$ cat config.mk
export PLATFORM = sky130hd
export DESIGN_NAME = pipe_stage_queue
export DESIGN_NICKNAME = d
export VERILOG_FILES = /design/src/rtl/pipe_stage_queue.sv
export SDC_FILE = /design/constraint.sdc
export NUM_CORES = 1
export LEC_CHECK = 0
export BUFFER_PORTS_ARGS = -buffer_cell sky130_fd_sc_hd__buf_2
export CAP_MARGIN = 20
export CORE_UTILIZATION = 30
export DETAILED_ROUTE_END_ITERATION = 10
export GPL_ROUTABILITY_DRIVEN = 0
export PLACE_DENSITY = 0.53
export SLEW_MARGIN = 20
export SYNTH_ARGS = -nofsm -noshare
export SYNTH_HDL_FRONTEND = slang
export SYNTH_SLANG_ARGS = --single-unit
$ cat constraint.sdc
create_clock -name clock -period 6.4 [get_ports clock]
set_input_delay 0.96 -clock clock [delete_from_list [all_inputs] [get_ports clock]]
set_output_delay 0.96 -clock clock [all_outputs]
set_load 0.005 [all_outputs]
$ cat src/rtl/pipe_stage_queue.sv
// pipe_stage_queue: circular-buffer pipeline stage (e.g. IF/ID) with
// stall back-pressure, branch flush, flush hold-off and flush_done pulse.
// Synchronous active-high reset has priority over flush, push and pop.
module pipe_stage_queue #(
  parameter int DATA_W = 64,
  parameter int DEPTH  = 2,
  parameter int CNT_W  = $clog2(DEPTH + 1)
) (
  input  logic              clock,
  input  logic              reset,
  input  logic              in_valid,
  output logic              in_ready,
  input  logic [DATA_W-1:0] in_data,
  output logic              out_valid,
  input  logic              out_ready,
  output logic [DATA_W-1:0] out_data,
  input  logic              flush,
  input  logic              flush_hold,
  output logic [CNT_W-1:0]  count,
  output logic              flush_done
);

  // A 1-entry buffer still needs a 1-bit pointer so the storage index is legal.
  localparam int PTR_W = (DEPTH > 1) ? $clog2(DEPTH) : 1;

  logic [DATA_W-1:0] mem_r [DEPTH];
  logic [PTR_W-1:0]  rd_ptr_r;
  logic [PTR_W-1:0]  wr_ptr_r;
  logic [CNT_W-1:0]  count_r;
  logic              flush_done_r;

  logic              eff_flush_s;
  logic              push_s;
  logic              pop_s;
  logic              in_ready_s;
  logic              out_valid_s;
  logic [DATA_W-1:0] out_data_s;

  // Pointer advance that wraps at DEPTH-1, so DEPTH need not be a power of two.
  function automatic logic [PTR_W-1:0] ptr_next(input logic [PTR_W-1:0] p);
    if (p == PTR_W'(DEPTH - 1)) begin
      ptr_next = {PTR_W{1'b0}};
    end else begin
      ptr_next = p + PTR_W'(1);
    end
  endfunction

  // Handshake qualification: hold cancels flush, an effective flush kills push/pop.
  always_comb begin
    eff_flush_s = flush & ~flush_hold;
    in_ready_s  = (count_r < CNT_W'(DEPTH));
    out_valid_s = (count_r != {CNT_W{1'b0}});
    push_s      = in_valid & in_ready_s & ~eff_flush_s;
    pop_s       = out_valid_s & out_ready & ~eff_flush_s;
  end

  // Head payload, masked to an all-zero bubble when the queue is empty.
  always_comb begin
    out_data_s = {DATA_W{1'b0}};
    if (out_valid_s) begin
      out_data_s = mem_r[rd_ptr_r];
    end else begin
      out_data_s = {DATA_W{1'b0}};
    end
  end

  // Pointer and occupancy state; reset first, then flush, then push/pop.
  always_ff @(posedge clock) begin
    if (reset) begin
      rd_ptr_r <= {PTR_W{1'b0}};
      wr_ptr_r <= {PTR_W{1'b0}};
      count_r  <= {CNT_W{1'b0}};
    end else if (eff_flush_s) begin
      rd_ptr_r <= {PTR_W{1'b0}};
      wr_ptr_r <= {PTR_W{1'b0}};
      count_r  <= {CNT_W{1'b0}};
    end else begin
      if (push_s) begin
        wr_ptr_r <= ptr_next(wr_ptr_r);
      end
      if (pop_s) begin
        rd_ptr_r <= ptr_next(rd_ptr_r);
      end
      case ({push_s, pop_s})
        2'b10:   count_r <= count_r + CNT_W'(1);
        2'b01:   count_r <= count_r - CNT_W'(1);
        default: count_r <= count_r;
      endcase
    end
  end

  // Entry storage; contents are left stale on flush/reset since out_data is masked.
  always_ff @(posedge clock) begin
    if (push_s && !reset) begin
      mem_r[wr_ptr_r] <= in_data;
    end
  end

  // One-cycle pulse following every effective flush, cleared by reset.
  always_ff @(posedge clock) begin
    if (reset) begin
      flush_done_r <= 1'b0;
    end else begin
      flush_done_r <= eff_flush_s;
    end
  end

  assign in_ready   = in_ready_s;
  assign out_valid  = out_valid_s;
  assign out_data   = out_data_s;
  assign count      = count_r;
  assign flush_done = flush_done_r;

endmodule

==> results_dict.tcl <==
set metrics [dict create \
    hold_path_depth 2 \
    slew_viol_final 0 \
    insertion_delay_ns 0.41 \
    r2r_cells 3 \
    wire_per_inst_um 14.7 \
    setup_violations 0 \
    detail-route-antenna-nets 0 \
    min_to "rd_ptr_r$_SDFFE_PP0P_" \
    required_ns 5.44 \
    hold_viol 0 \
    rsz0062_at_grt "no" \
    via_per_inst 4.33 \
    cp-end-kind "output pin" \
    antenna_found_initial 0 \
    synth-seq-cells 134 \
    drtIter0Drc 91 \
    num_vias 2943 \
    finalClockSkew_ns 0.00342 \
    grt_usage_pct 12.1 \
    fin_nets 518 \
    root_buffer "clkbuf_16" \
    peakVddDrop_uv 163 \
    cts_tree "yes" \
    core_mm2 0.0165 \
    yosys-top-cells-area "edfxtp_1 76%, mux2i_1 13%, nor2_1 5.2%" \
    whs_ns 0.501 \
    cts.repair.resized 0 \
    syn_area_mm2 0.00508 \
    clkTransAtPathRegs_ns 0.05 \
    cp_cell_sequence "buf_6 > mux2i_1 > nor2_1 > buf_2" \
    ff2ff_setup_slack_ns 4.35 \
    die-area_mm2 0.0174 \
    numCtsBuffers 17 \
    syn_area_per_cell_um2 16.9 \
    power.leakage_nw 2.45 \
    worst_pin_slew_ns 0.895 \
    first_pass_iters 4 \
    status "complete, no violations" \
    postRouteWirelength_um 9990 \
    arrival_ns 1.90 \
    die_w_um 132 \
    clkSinkCount 134 \
    drive_gt1_share_pct 37.6 \
    relSlewSlack_pct 40.3 \
    yosysTopAreaCellShare_pct 75.7 \
    p_total_w 0.00212 \
    cap_violations 0 \
    r2r-end "mem_r[0][33]$_DFFE_PP_" \
    p_per_area_mw_per_mm2 323 \
    cts_setup_buffers 0 \
    design_area_mm2 0.00658 \
    drc 0 \
    critPathLaunchType "register" \
    area_growth_pct 29.6 \
    postSynthNetCount 371 \
    port-buffer-count 138 \
    finalWorstSetupSlack_ns 3.54 \
    min_from "rd_ptr_r$_SDFFE_PP0P_" \
    fmax_ghz 0.350 \
    initial_core_util_pct 30.7 \
    ys_warn_count 0 \
    grt-ovfl-total 0 \
    critPathMaxStageDelay_ns 0.60 \
    min_period_ns 2.86 \
    hold_buffers 0 \
    synth_seq_area_share_pct 78.1 \
    grt_pass1_wl_um 15600 \
    ioPinCount 139 \
    path_class "register to output pin" \
    grt_pass1_vias 3015 \
    critical-path-slowest-cell "buf_6" \
    num_rows 47 \
    fp.dieH_um 132 \
    fillers 1583 \
    htree_levels 4 \
    place_area_mm2 0.00601 \
    hold_class "register to register" \
    yosys.area.top_type "edfxtp_1" \
    setup-tns-final_ns 0 \
    clk_path_buf_depth 2 \
    grt_max_degree 66 \
    dp_hpwl_um 5840 \
    n_antenna_cell 0 \
    dp_slack_ns 3.56 \
    synth.distinct_cells 19 \
    crit-reg2reg-launch "count[1]$_SDFFE_PP0P_" \
    crit_fanout 64 \
    syn_inst 300 \
    finalCritPeriodShare_pct 44.6 \
]
## sequential cells by signal (all words and copies together) (netlist names), named ones only
name / count
flush_done: 1
wr_ptr_r: 1
mem_r: 128
count: 2
rd_ptr_r: 1
## cells by family (layout without fill, tap and decap cells)
kind of cell	after synthesis	count (layout)	synth area share, %
compound gates	3	3	0.370
mux	64	64	12.6
buf+inv	16	176	1.80
flops	134	134	78.1
xor+xnor	4	4	0.690
fa+ha+maj	1	1	0.246
simple gates	78	78	6.21
## metrics by stage
| stage | cells | util, % |
|---|---|---|
| 2_1_floorplan | 300 | - |
| 4_1_cts | 679 | 39.7 |
| 5_1_grt | 680 | 39.8 |
| 3_3_place_gp | 647 | 36.4 |
| 3_5_place_dp | 647 | 36.4 |
| 6_report | 680 | 39.8 |
## Yosys cell counts
| cell type | n |
|---|---|
| and4b_1 | 1 |
| edfxtp_1 | 128 |
| o21ai_0 | 2 |
| nor2b_1 | 2 |
| or3_1 | 1 |
| ha_1 | 1 |
| mux2i_1 | 64 |
| xor2_1 | 2 |
| inv_1 | 2 |
| nor3b_1 | 1 |
| a21oi_2 | 1 |
| nor2_1 | 70 |
| buf_2 | 7 |
| dfxtp_1 | 6 |
| buf_4 | 6 |
| xnor2_1 | 2 |
| nand2_1 | 1 |
| nand2b_1 | 2 |
| clkbuf_1 | 1 |
## where the power goes
part / switching, W / leakage (nW) / internal [W]
combinational: 0.000123 / 0.964 / 0.0000921
sequential: 0.0000101 / 1.22 / 0.000998
clock: 0.000337 / 0.266 / 0.000564
## area by class of cell
class	instances	area, µm²	share of cell area, %
inverter	2	7.51	0.114
timing repair buffer	142	737	11.2
multi-input combinational	150	1040	15.9
clock buffer	20	437	6.64
tap	220	275	4.18
sequential	134	3970	60.3
clock inverter	12	111	1.69
## cells in the final DEF, fill, tap and decap left out
master / synthesis / final
buf_6: 0 / 1
dfxtp_1: 6 / 5
nor2b_1: 2 / 2
clkbuf_16: 0 / 17
buf_2: 7 / 138
clkinv_1: 0 / 3
ha_1: 1 / 1
nor2_4: 0 / 1
buf_12: 0 / 1
or3_1: 1 / 1
and4b_4: 0 / 1
buf_4: 6 / 2
nor2_1: 70 / 69
xnor2_1: 2 / 2
dfxtp_4: 0 / 1
nand2b_1: 2 / 2
clkinv_2: 0 / 5
bufinv_16: 0 / 2
o21ai_0: 2 / 2
nand2_1: 1 / 1
edfxtp_1: 128 / 128
clkbuf_1: 1 / 3
clkinvlp_4: 0 / 2
mux2i_1: 64 / 64
xor2_1: 2 / 2
a21oi_2: 1 / 1
inv_1: 2 / 2
nor3b_4: 0 / 1
## critical path, delay by kind of cell, from the launching register on
kind | cells | cell delay (ns)
muxes | 1 | 0.26
DFF | 1 | 0.34
and+or+nand+nor | 1 | 0.08
buffers and inverters | 2 | 0.77
## layer usage
| metal | vias to the layer above | global-route usage (%) | routed length [µm] |
|---|---|---|---|
| met4 | 0 | 4.84 | 124 |
| met2 | 96 | 20.0 | 4980 |
| met5 | - | 0 | 0 |
| met3 | 10 | 4.88 | 545 |
| li1 | 1398 | - | - |
| met1 | 1439 | 14.0 | 4340 |
## worst max-delay path by stage
stage,start,end,depth (start not counted)
global route,register,out_data[45],4
global placement,in_valid,mem_r[1][32]$_DFFE_PP_,3
CTS,register,out_data[0],4
floorplan,flush_hold,mem_r[0][0]$_DFFE_PP_,3
detailed placement,flush_hold,mem_r[0][26]$_DFFE_PP_,5
finish,register,out_data[45],4
(Power assumes the default switching activity.)
